## src/rtl/flog_arbiter.sv

```systemverilog
// flog_arbiter: round-robin arbiter/sequencer sharing one bfloat16 log2 core
// among N_REQ requesters. One operation in flight at a time:
// IDLE (grant) -> ISSUE (start pulse) -> WAIT (core or watchdog) -> RESP.
//
// Ports:
//   clk, rst                      clock, asynchronous active-high reset
//   req_valid_i / req_data_i      per-requester operand, word i at [i*W +: W]
//   req_ready_o                   one-hot accept, only in IDLE
//   rsp_valid_o                   one-hot 1-cycle result strobe to owner
//   rsp_data_o / rsp_err_o        registered result and timeout flag
//   busy_o                        high whenever not IDLE
//   core_valid_o                  1-cycle start pulse to the core
//   core_sign_o/exp_o/fract_o     operand to the core, held from ISSUE on
//   core_valid_i                  core done pulse (only honoured in WAIT)
//   core_s_i/core_e_i/core_f_i    core result
module flog_arbiter #(
  parameter int unsigned N_REQ       = 4,
  parameter int unsigned EXP_WIDTH   = 8,
  parameter int unsigned FRACT_WIDTH = 7,
  parameter int unsigned TIMEOUT     = 64
) (
  input  logic                                         clk,
  input  logic                                         rst,
  input  logic [N_REQ-1:0]                             req_valid_i,
  input  logic [N_REQ*(1+EXP_WIDTH+FRACT_WIDTH)-1:0]   req_data_i,
  output logic [N_REQ-1:0]                             req_ready_o,
  output logic [N_REQ-1:0]                             rsp_valid_o,
  output logic [EXP_WIDTH+FRACT_WIDTH:0]               rsp_data_o,
  output logic                                         rsp_err_o,
  output logic                                         busy_o,
  output logic                                         core_valid_o,
  output logic                                         core_sign_o,
  output logic [EXP_WIDTH-1:0]                         core_exp_o,
  output logic [FRACT_WIDTH-1:0]                       core_fract_o,
  input  logic                                         core_valid_i,
  input  logic                                         core_s_i,
  input  logic [EXP_WIDTH-1:0]                         core_e_i,
  input  logic [FRACT_WIDTH-1:0]                       core_f_i
);

  localparam int unsigned W     = 1 + EXP_WIDTH + FRACT_WIDTH;
  localparam int unsigned PTR_W = (N_REQ > 1) ? $clog2(N_REQ) : 1;
  localparam int unsigned CNT_W = (TIMEOUT > 1) ? $clog2(TIMEOUT) : 1;

  localparam logic [1:0] S_IDLE  = 2'd0;
  localparam logic [1:0] S_ISSUE = 2'd1;
  localparam logic [1:0] S_WAIT  = 2'd2;
  localparam logic [1:0] S_RESP  = 2'd3;

  logic [1:0]       state;
  logic [1:0]       state_nxt;
  logic [PTR_W-1:0] ptr;
  logic [PTR_W-1:0] owner;
  logic [CNT_W-1:0] cnt;
  logic [W-1:0]     operand;
  logic [W-1:0]     result;
  logic             err;

  logic             grant_vld;
  logic [PTR_W-1:0] grant_idx;
  logic [PTR_W-1:0] ptr_inc;
  logic             timeout_c;
  logic [W-1:0]     req_word [N_REQ];

  // Unpack the flat operand bus into one word per requester.
  for (genvar i = 0; i < N_REQ; i++) begin : g_unpack
    assign req_word[i] = req_data_i[i*W +: W];
  end

  // Rotating priority scan starting at ptr; first valid requester wins.
  always_comb begin
    grant_vld = 1'b0;
    grant_idx = '0;
    for (int unsigned k = 0; k < N_REQ; k++) begin
      if (!grant_vld && req_valid_i[PTR_W'((32'(ptr) + k) % N_REQ)]) begin
        grant_vld = 1'b1;
        grant_idx = PTR_W'((32'(ptr) + k) % N_REQ);
      end
    end
  end

  assign ptr_inc   = PTR_W'((32'(grant_idx) + 1) % N_REQ);
  assign timeout_c = (cnt == CNT_W'(TIMEOUT - 1));

  // State register.
  always_ff @(posedge clk or posedge rst) begin
    if (rst) begin
      state <= S_IDLE;
    end else begin
      state <= state_nxt;
    end
  end

  // Next state and state-decoded outputs. req_ready_o is forced low while
  // rst is high so every output reads zero during reset.
  always_comb begin
    state_nxt    = state;
    req_ready_o  = '0;
    rsp_valid_o  = '0;
    core_valid_o = 1'b0;
    busy_o       = 1'b1;
    case (state)
      S_IDLE: begin
        busy_o = 1'b0;
        if (grant_vld) begin
          state_nxt = S_ISSUE;
          if (!rst) begin
            req_ready_o = N_REQ'(1) << grant_idx;
          end
        end
      end
      S_ISSUE: begin
        core_valid_o = 1'b1;
        state_nxt    = S_WAIT;
      end
      S_WAIT: begin
        if (core_valid_i || timeout_c) begin
          state_nxt = S_RESP;
        end
      end
      S_RESP: begin
        rsp_valid_o = N_REQ'(1) << owner;
        state_nxt   = S_IDLE;
      end
      default: begin
        state_nxt = S_IDLE;
      end
    endcase
  end

  // Datapath: grant bookkeeping, watchdog counter, result capture.
  always_ff @(posedge clk or posedge rst) begin
    if (rst) begin
      ptr     <= '0;
      owner   <= '0;
      cnt     <= '0;
      operand <= '0;
      result  <= '0;
      err     <= 1'b0;
    end else begin
      case (state)
        S_IDLE: begin
          if (grant_vld) begin
            operand <= req_word[grant_idx];
            owner   <= grant_idx;
            ptr     <= ptr_inc;
          end
        end
        S_ISSUE: begin
          cnt <= '0;
        end
        S_WAIT: begin
          // A core answer in the timeout cycle still counts as success.
          if (core_valid_i) begin
            result <= {core_s_i, core_e_i, core_f_i};
            err    <= 1'b0;
          end else if (timeout_c) begin
            result <= '0;
            err    <= 1'b1;
          end else begin
            cnt <= cnt + CNT_W'(1);
          end
        end
        default: begin
        end
      endcase
    end
  end

  assign core_sign_o  = operand[W-1];
  assign core_exp_o   = operand[W-2 -: EXP_WIDTH];
  assign core_fract_o = operand[FRACT_WIDTH-1:0];
  assign rsp_data_o   = result;
  assign rsp_err_o    = err;

endmodule

```

## config.mk

```make
export PLATFORM = sky130hd
export DESIGN_NAME = flog_arbiter
export DESIGN_NICKNAME = d
export VERILOG_FILES = /design/src/rtl/flog_arbiter.sv
export SDC_FILE = /design/constraint.sdc
export NUM_CORES = 1
export LEC_CHECK = 0
export BUFFER_PORTS_ARGS = -buffer_cell sky130_fd_sc_hd__buf_4
export CAP_MARGIN = 10
export CORE_UTILIZATION = 40
export CTS_CLUSTER_SIZE = 16
export DETAILED_ROUTE_END_ITERATION = 7
export PLACE_DENSITY_LB_ADDON = 0.3
export SLEW_MARGIN = 40
export SYNTH_ARGS = -nofsm -noshare
export SYNTH_HDL_FRONTEND = slang
export SYNTH_SLANG_ARGS = --single-unit
export TNS_END_PERCENT = 100
```

## constraint.sdc

```tcl
create_clock -name clk -period 3 [get_ports clk]
set_input_delay 0.75 -clock clk [delete_from_list [all_inputs] [get_ports clk]]
set_output_delay 0.75 -clock clk [all_outputs]
set_load 0.02 [all_outputs]
```

=== Word-level counts from Yosys, hierarchy flattened ===
Cells that the tools add are included.

* Register bits after elaboration: 45
* Bits of input ports: 87
* Output and inout bits: 43
* Logic and storage cells: 77

* $add $sub $neg: 5
* Magnitude comparators: 5
* Equality and inequality tests: 8
* Shift operators: 2
* Mux-type cells: 35
* Bitwise operators: 1
* Reductions and logical operators: 14

{| class="wikitable"
|+ Operators with widths
! operator !! count
|-
| $mux W16 || 4
|-
| $bmux W16 S2 || 1
|-
| $mux W4 || 4
|-
| $lt A2 B3 Y1 const B || 4
|-
| $mux W1 || 12
|-
| $mux W2 || 6
|-
| $mux W6 || 2
|-
| $pmux W6 S2 || 1
|-
| $bmux W1 S2 || 4
|-
| $ne A2 B2 Y1 const B || 4
|-
| $pmux W2 S4 || 1
|-
| $shl A1 B2 Y4 const A || 2
|-
| $add A6 B1 Y6 const B || 1
|-
| $eq A6 B6 Y1 const B || 1
|-
| $reduce_and A2 Y1 || 3
|-
| $add A2 B1 Y2 const B || 2
|-
| $add A2 B2 Y2 const B || 2
|-
| $eq A2 B2 Y1 const B || 2
|-
| $reduce_bool A2 Y1 || 2
|-
| $ge A3 B3 Y1 const B || 1
|-
| $logic_and A1 B1 Y1 || 3
|-
| $logic_not A1 Y1 || 3
|-
| $not A2 Y3 || 1
|-
| $reduce_and A3 Y1 || 1
|-
| 3 further kinds || 3
|}

=== Depth between registers and ports, before layout ===
Gate-level depths: netlist (run 1).

* Depth in word-level cells: 16
* Depth in mapped cells: 9
* Gate-level depth less buffers: 6

=== Worst setup path after synthesis (run 1) ===
OpenSTA, ideal clock, no wires.

* Path type: input-to-output
* Start point: input req_valid_i[2]
* End point: output req_ready_o[1]
* Arrival time: 2.168 ns
* Required time: 2.250 ns
* Setup slack: 0.082 ns
* Cell stages on the path: 5
* Path buffers: 1
* Path through: nor2b_1 -> a21o_1 -> a211o_1 -> buf_2 -> nor4_1

* Longest elaborated chain between the ends: 16
* Elaborated cells between the ends (all ways): 26
* Those cells by class: shift (1); mux (19); reduce/logical (6)

{| class="wikitable"
|+ RTL lines
! element !! RTL line !! source
|-
| from (decl) || 24 || <nowiki>input logic [N_REQ-1:0] req_valid_i,</nowiki>
|-
| $bmux W1 S2 || 75 || <nowiki>if (!grant_vld && req_valid_i[PTR_W'((32'(ptr) + k) % N_REQ)]) begin</nowiki>
|-
| $mux W1 (not written as such) || 75 ||
|-
| $mux W1 || 75 ||
|-
| $logic_not A1 Y1 || 75 ||
|-
| $logic_and A1 B1 Y1 || 75 ||
|-
| $mux W1 || 75 ||
|-
| $logic_not A1 Y1 || 75 ||
|-
| $logic_and A1 B1 Y1 || 75 ||
|-
| $mux W1 || 75 ||
|-
| $logic_not A1 Y1 || 75 ||
|-
| $logic_and A1 B1 Y1 || 75 ||
|-
| $mux W2 || 75 ||
|-
| $shl A1 B2 Y4 || 108 || <nowiki>req_ready_o = N_REQ'(1) << grant_idx;</nowiki>
|-
| $mux W4 || 107 || <nowiki>if (!rst) begin</nowiki>
|-
| $mux W4 * || 105 || <nowiki>if (grant_vld) begin</nowiki>
|-
| $mux W4 * || 102 || <nowiki>case (state)</nowiki>
|-
| to (decl) || 26 || <nowiki>output logic [N_REQ-1:0] req_ready_o,</nowiki>
|}

Mark *: on every way between the ends. The rest lies on a longest branch, timed or not. The select of a mux whose other input is x is not followed.

=== Worst setup path after layout (run 1) ===
Same ends and word-level chain as after synthesis.

==> flow_summary.toml, run 1 <==
[status]
status = "finished clean"

[final_layout]
post-route-util_pct = 62.08
num_antenna_cells = 0
drive_above_1_share_pct = 43.35
syn_to_final_growth_pct = 45.25
fin_nets = 437

[worst_setup_path]
path_class = "primary input to output pin"
critPathLaunchType = "primary input"
crit_arrival_ns = 1.95
required_ns = 2.25
crit_fanout = 7
end_kind = "output pin"

[timing]
whs_ns = 0.4207
grt_setup_unrepaired = "false"
finalSetupViolations = 0
max_slew_margin_pct = 53.70
fin_ws_ns = 0.3035
tightestPinTransition_ns = 0.6945
finalSetupTns_ns = 0
final-max-slew-violation-count = 0
fin_crit_ns = 2.696
min_period_over_period_pct = 89.88
hold_violations = 0
finalClockSkew_ns = 0.007970
fmax_ghz = 0.3709

[logic_synthesis]
synth_area_um2 = 2411
synth_seq_area_share_pct = 46.70
synth_top_area_share_pct = 46.70
synth_edf_count = 0
synthArstFlopShare_pct = 100.0
ys_types = 41
synthTopCellsByArea = "dfrtp_1 (47%), mux2i_1 (13%), a22o_1 (5.8%), o221ai_1 (5.8%), nand2_1 (4.4%)"
syn_area_per_cell_um2 = 10.86
ys.warnings.count = 0
syn-num-nets = 314
yosysTopAreaCell = "dfrtp_1"
synth-main-ff-cell = "dfrtp_1"
synth_seq_cells = 45
postSynthCellCount = 222

[cts]
cts_buffers = 5
cts_tree = "built"
post_cts_resized = 0
clk_latency_ns = 0.30
clockBufferDepth = 2
cts.clk_slew.worst_paths_ns = 0.09
postCtsSetupBuffers = 0
htreeDepth = 2
hold_buffers = 0
clockRootBuffer = "clkbuf_8"
cts_sinks = 45

[power]
finalPower_w = 0.003261
p_leak_nw = 1.850
ir_drop_mv = 0.4882
power.density_nw_per_um2 = 931.2

[floorplanning]
start_util_pct = 42.74
core-area_um2 = 5642
io_pins = 130
die_area_um2 = 6342
chipHeight_um = 79.64
die-width_um = 79.64
fp-row-count = 27

[drt]
dr.pass1.iters = 4
vias_per_cell = 5.239
drc = 0
wire_per_inst_um = 14.34
ant_nets = 0
drtIter0Drc = 83
dr_total_vias = 2190
wl_um = 5995

[grt]
grt_pass1_vias = 2027
grt_usage_pct = 19.59
grt.overflow.total = 0
antenna_found_initial = 0
grt_pass1_wl_um = 9494
grt_max_degree = 34

[worst_hold_path]
min_path_type = "primary input to async pin"

[placement]
io_buffers = 129
place_ws_ns = 0.3093
gp_congestion = 0.7506
dp_hpwl_um = 4636

[run]
drv_cap = 0
==> metal layers <==
| layer | vias to the layer above | part of all wire, % | wire, um | GRT usage [%] |
|---|---|---|---|---|
| met5 | - | 0 | 0 | 0 |
| met4 | 0 | 1.4 | 82 | 7.091 |
| li1 | 1069 | - | - | - |
| met3 | 8 | 9.3 | 556 | 5.600 |
| met1 | 1010 | 42 | 2505 | 24.34 |
| met2 | 103 | 48 | 2850 | 32.22 |
==> where the power goes <==
| group | leakage [nW] | total, W | switching (W) | internal, W |
|---|---|---|---|---|
| Sequential | 0.563 | 0.00106 | 0.000176 | 0.000881 |
| Clock | 0.0452 | 0.000394 | 0.000224 | 0.000170 |
| Combinational | 1.24 | 0.00181 | 0.000972 | 0.000839 |
| Total | 1.85 | 0.00326 | 0.00137 | 0.00189 |
==> layout make-up <==
class | count | area, um^2
flip-flops and latches | 45 | 1126
clock inverters | 3 | 25.02
inverters | 6 | 22.52
fillers | 478 | 2140
well taps | 72 | 90.09
repair buffers | 133 | 998.5
multi-input cells | 154 | 1171
clock buffers | 5 | 68.82
==> cell families after synthesis <==
family | share of synthesized area, %
mux | 14.22
buf+inv | 4.774
flops | 46.70
simple gates | 11.62
compound gates | 18.99
xor+xnor | 1.090
fa+ha+maj | 2.595
==> registers in the layout, summed over array words and instances, names as in the netlist <==
name        cells
state           2
operand        16
rsp_data_o     16
cnt             6
owner           2
ptr             2
rsp_err_o       1
==> cell usage in the layout (no fill, tap or decap), types with 3 or more instances in the layout <==
cell and n:
buf_4 133, dfrtp_1 45, mux2i_1 32, nand2_1 28
o221ai_1 16, a22o_1 16, nand2b_1 7, nor2_1 5
ha_1 5, clkbuf_8 5, inv_1 4, a21oi_1 4
o21ai_0 4, a21o_1 3, and3_1 3, a31oi_1 3
==> synth_stat cells (2+ instances only) <==
cell / instances
a21oi_1: 4
xnor2_1: 2
nor2_1: 5
nor2b_1: 2
a22o_1: 16
and3_1: 3
nor3b_1: 2
a31oi_1: 3
a21o_1: 3
o21ai_0: 4
ha_1: 5
inv_1: 5
buf_2: 8
buf_1: 2
nand2b_1: 7
nor4_1: 2
mux2i_1: 32
a32oi_1: 2
nor4b_1: 2
mux2_2: 2
o221ai_1: 16
dfrtp_1: 45
buf_6: 2
clkbuf_1: 4
nand2_1: 28
==> final timing paths <==
path | start | to | slack [ns] | depth (start not counted)
setup / recovery | req_valid_i[2] | req_ready_o[1] | 0.30 | 6
hold / removal | rst | ptr[0] | 0.42 | 2
min in group clk | operand[12] | operand[12] | 0.49 | 2
hold reg to reg | operand[12] | operand[12] | 0.49 | 2
max in group asynchronous | rst | operand[9] | 2.04 | 3
setup reg to reg | cnt[0] | rsp_data_o[11] | 0.81 | 5
==> worst max-delay path, cell delays in order <==
cell,delay [ns]
buf_4,0.12
nor2b_1,0.15
a21o_1,0.16
a211o_2,0.38
nor4_1,0.19
buf_4,0.19
==> metrics by stage <==
stage                     std cells  instance area [um^2]
final                           418                  3502
after detailed placement        410                  3408
after global placement          410                  3408
after floorplan                 222                  2411
after global routing            418                  3502
after CTS                       418                  3502
No activity file was read; power rests on OpenSTA's default activity.
==> run 2: changes to the inputs <==
Settings changed: ABC_CLOCK_PERIOD_IN_PS set to 3000, BUFFER_PORTS_ARGS -buffer_cell sky130_fd_sc_hd__buf_4 to -buffer_cell sky130_fd_sc_hd__buf_2.
==> run 2 against run 1 <==
Net effect: clock skew decreased by 0.0034 ns; register-to-register slack about the same; routed wire length decreased by 5.1%; die area unchanged; clock power increased by 19%; count of clock-buffer cells in the layout unchanged; critical path type unchanged; setup slack got worse by 0.0018 ns; largest cell class unchanged; non-clock buffer count decreased by 2; critical path depth unchanged.
==> flow_summary.toml, run 2 (synthesis gave the netlist of run 1 again) <==
[final_layout]
fin_nets = 435
num_antenna_cells = 0
layout_commonest_cell = "buf_2"
drive_above_1_share_pct = 43.02
mostFrequentLayoutCells = "buf_2 (129), dfrtp_1 (45), mux2i_1 (32)"
syn_to_final_growth_pct = 32.23

[run]
drv_cap = 0

[timing]
max_slew_margin_pct = 56.26
min_period_over_period_pct = 89.94
finalSetupViolations = 0
final-max-slew-violation-count = 0
fin_ws_ns = 0.3017
fmax_ghz = 0.3706
tightestPinTransition_ns = 0.6561
finalSetupTns_ns = 0
finalClockSkew_ns = 0.004615
fin_crit_ns = 2.698
grt_setup_unrepaired = "false"
hold_violations = 0

[worst_setup_path]
end_kind = "output pin"
required_ns = 2.25
crit_path_frequent_cell = "buf_2"
critPathLaunchType = "primary input"
crit_fanout = 7
r2r_cells = 7
r2r-end = "operand[13]"
crit_family = "compound AO/OA/AOI/OAI gates"
reg2reg_from = "state[0]"
slowest_delay_ns = 0.39
cp_slowest_cell = "a211o_2"
path_class = "primary input to output pin"
rrSetupSlack_ns = 0.81
crit_arrival_ns = 1.95
crit_chain = "buf_2 > nor2b_1 > a21o_1 > a211o_2 > nor4_1 > buf_2"
critPathBufInv = 2

[cts]
cts.clk_slew.worst_paths_ns = 0.08
cts_sinks = 45
clk_latency_ns = 0.30
htreeDepth = 2
postCtsSetupBuffers = 0
hold_buffers = 0
post_cts_resized = 0
cts_tree = "built"
clockBufferDepth = 2
clockRootBuffer = "clkbuf_8"
cts_buffers = 5

[grt]
grt_pass1_wl_um = 8901
grt_usage_pct = 18.33
grt_max_degree = 46
grt_pass1_vias = 1948
grt.overflow.total = 0
antenna_found_initial = 0

[power]
ir_drop_mv = 0.4410
power.density_nw_per_um2 = 986.9
p_leak_nw = 1.754

[placement]
dp_hpwl_um = 4213
gp_congestion = 0.8007
io_buffers = 129
place_ws_ns = 0.3096

[floorplanning]
core-area_um2 = 5642
chipHeight_um = 79.64
start_util_pct = 42.74
die-width_um = 79.64
fp-row-count = 27
die_area_um2 = 6342
io_pins = 130

[worst_hold_path]
hold_start = "operand[1]"
min_path_type = "flip-flop to flip-flop"
min_to = "operand[1]"
hold_depth = 2

[drt]
drc = 0
wire_per_inst_um = 13.68
dr.pass1.iters = 4
ant_nets = 0
dr_total_vias = 2131
drtIter0Drc = 84
wl_um = 5690
vias_per_cell = 5.123

[status]
status = "finished clean"
-- run 2: cell count changes in the layout (fill, tap and decap cells not counted) --
cell / change
bufinv_16: +1
inv_4: +1
inv_2: -1
buf_2: +129
clkinv_4: +1
inv_6: -2
buf_4: -131
-- run 2: per-layer routing --
metal  GRT usage, %  vias up  wire [um]
met4          6.000        0         66
met2          30.26      101       2624
met5              0        -          0
met1          23.26      957       2576
li1               -     1066          -
met3          4.686        7        423
-- run 2: worst max path at each step --
stage	start	to	slack, ns	depth (start not counted)
after floorplan	req_valid_i[2]	req_ready_o[1]	0.08	5
after global placement	req_valid_i[2]	req_ready_o[3]	0.35	6
after detailed placement	req_valid_i[2]	req_ready_o[1]	0.31	6
after CTS	req_valid_i[2]	req_ready_o[1]	0.31	6
after global routing	req_valid_i[2]	req_ready_o[3]	0.19	6
final	req_valid_i[2]	req_ready_o[3]	0.30	6
-- run 2: area by class of cell --
| class | instances | area, um^2 |
|---|---|---|
| inverter | 6 | 25.02 |
| tap | 72 | 90.09 |
| sequential | 45 | 1126 |
| fill | 501 | 2454 |
| timing repair buffer | 131 | 660.6 |
| multi-input combinational | 154 | 1171 |
| clock inverter | 3 | 46.29 |
| clock buffer | 5 | 68.82 |
-- run 2: power breakdown --
group / switching [W] / total [W] / internal [W]
Sequential: 0.000166 / 0.00105 / 0.000880
Combinational: 0.000960 / 0.00163 / 0.000673
Clock: 0.000218 / 0.000467 / 0.000249
-- run 2: per-stage QoR --
stage          utilization (%)  cells  total power, W  hold slack (ns)  instance area (um^2)
2_1_floorplan                -    222        0.002257           0.4909                  2411
3_3_place_gp             54.42    408        0.002663           0.4664                  3070
3_5_place_dp             54.47    408        0.002709           0.4678                  3073
4_1_cts                  56.51    416        0.003183           0.4900                  3188
5_1_grt                  56.51    416        0.003386           0.5100                  3188
6_report                 56.51    416        0.003146           0.4869                  3188
-- run 2: worst reg2reg max path: stages (launching register included) --
cell and delay, ns:
dfrtp_1 0.40, inv_1 0.08, ha_1 0.22, inv_1 0.08, a21o_1 0.16, buf_4 0.30
nand2b_1 0.57, o221ai_1 0.22
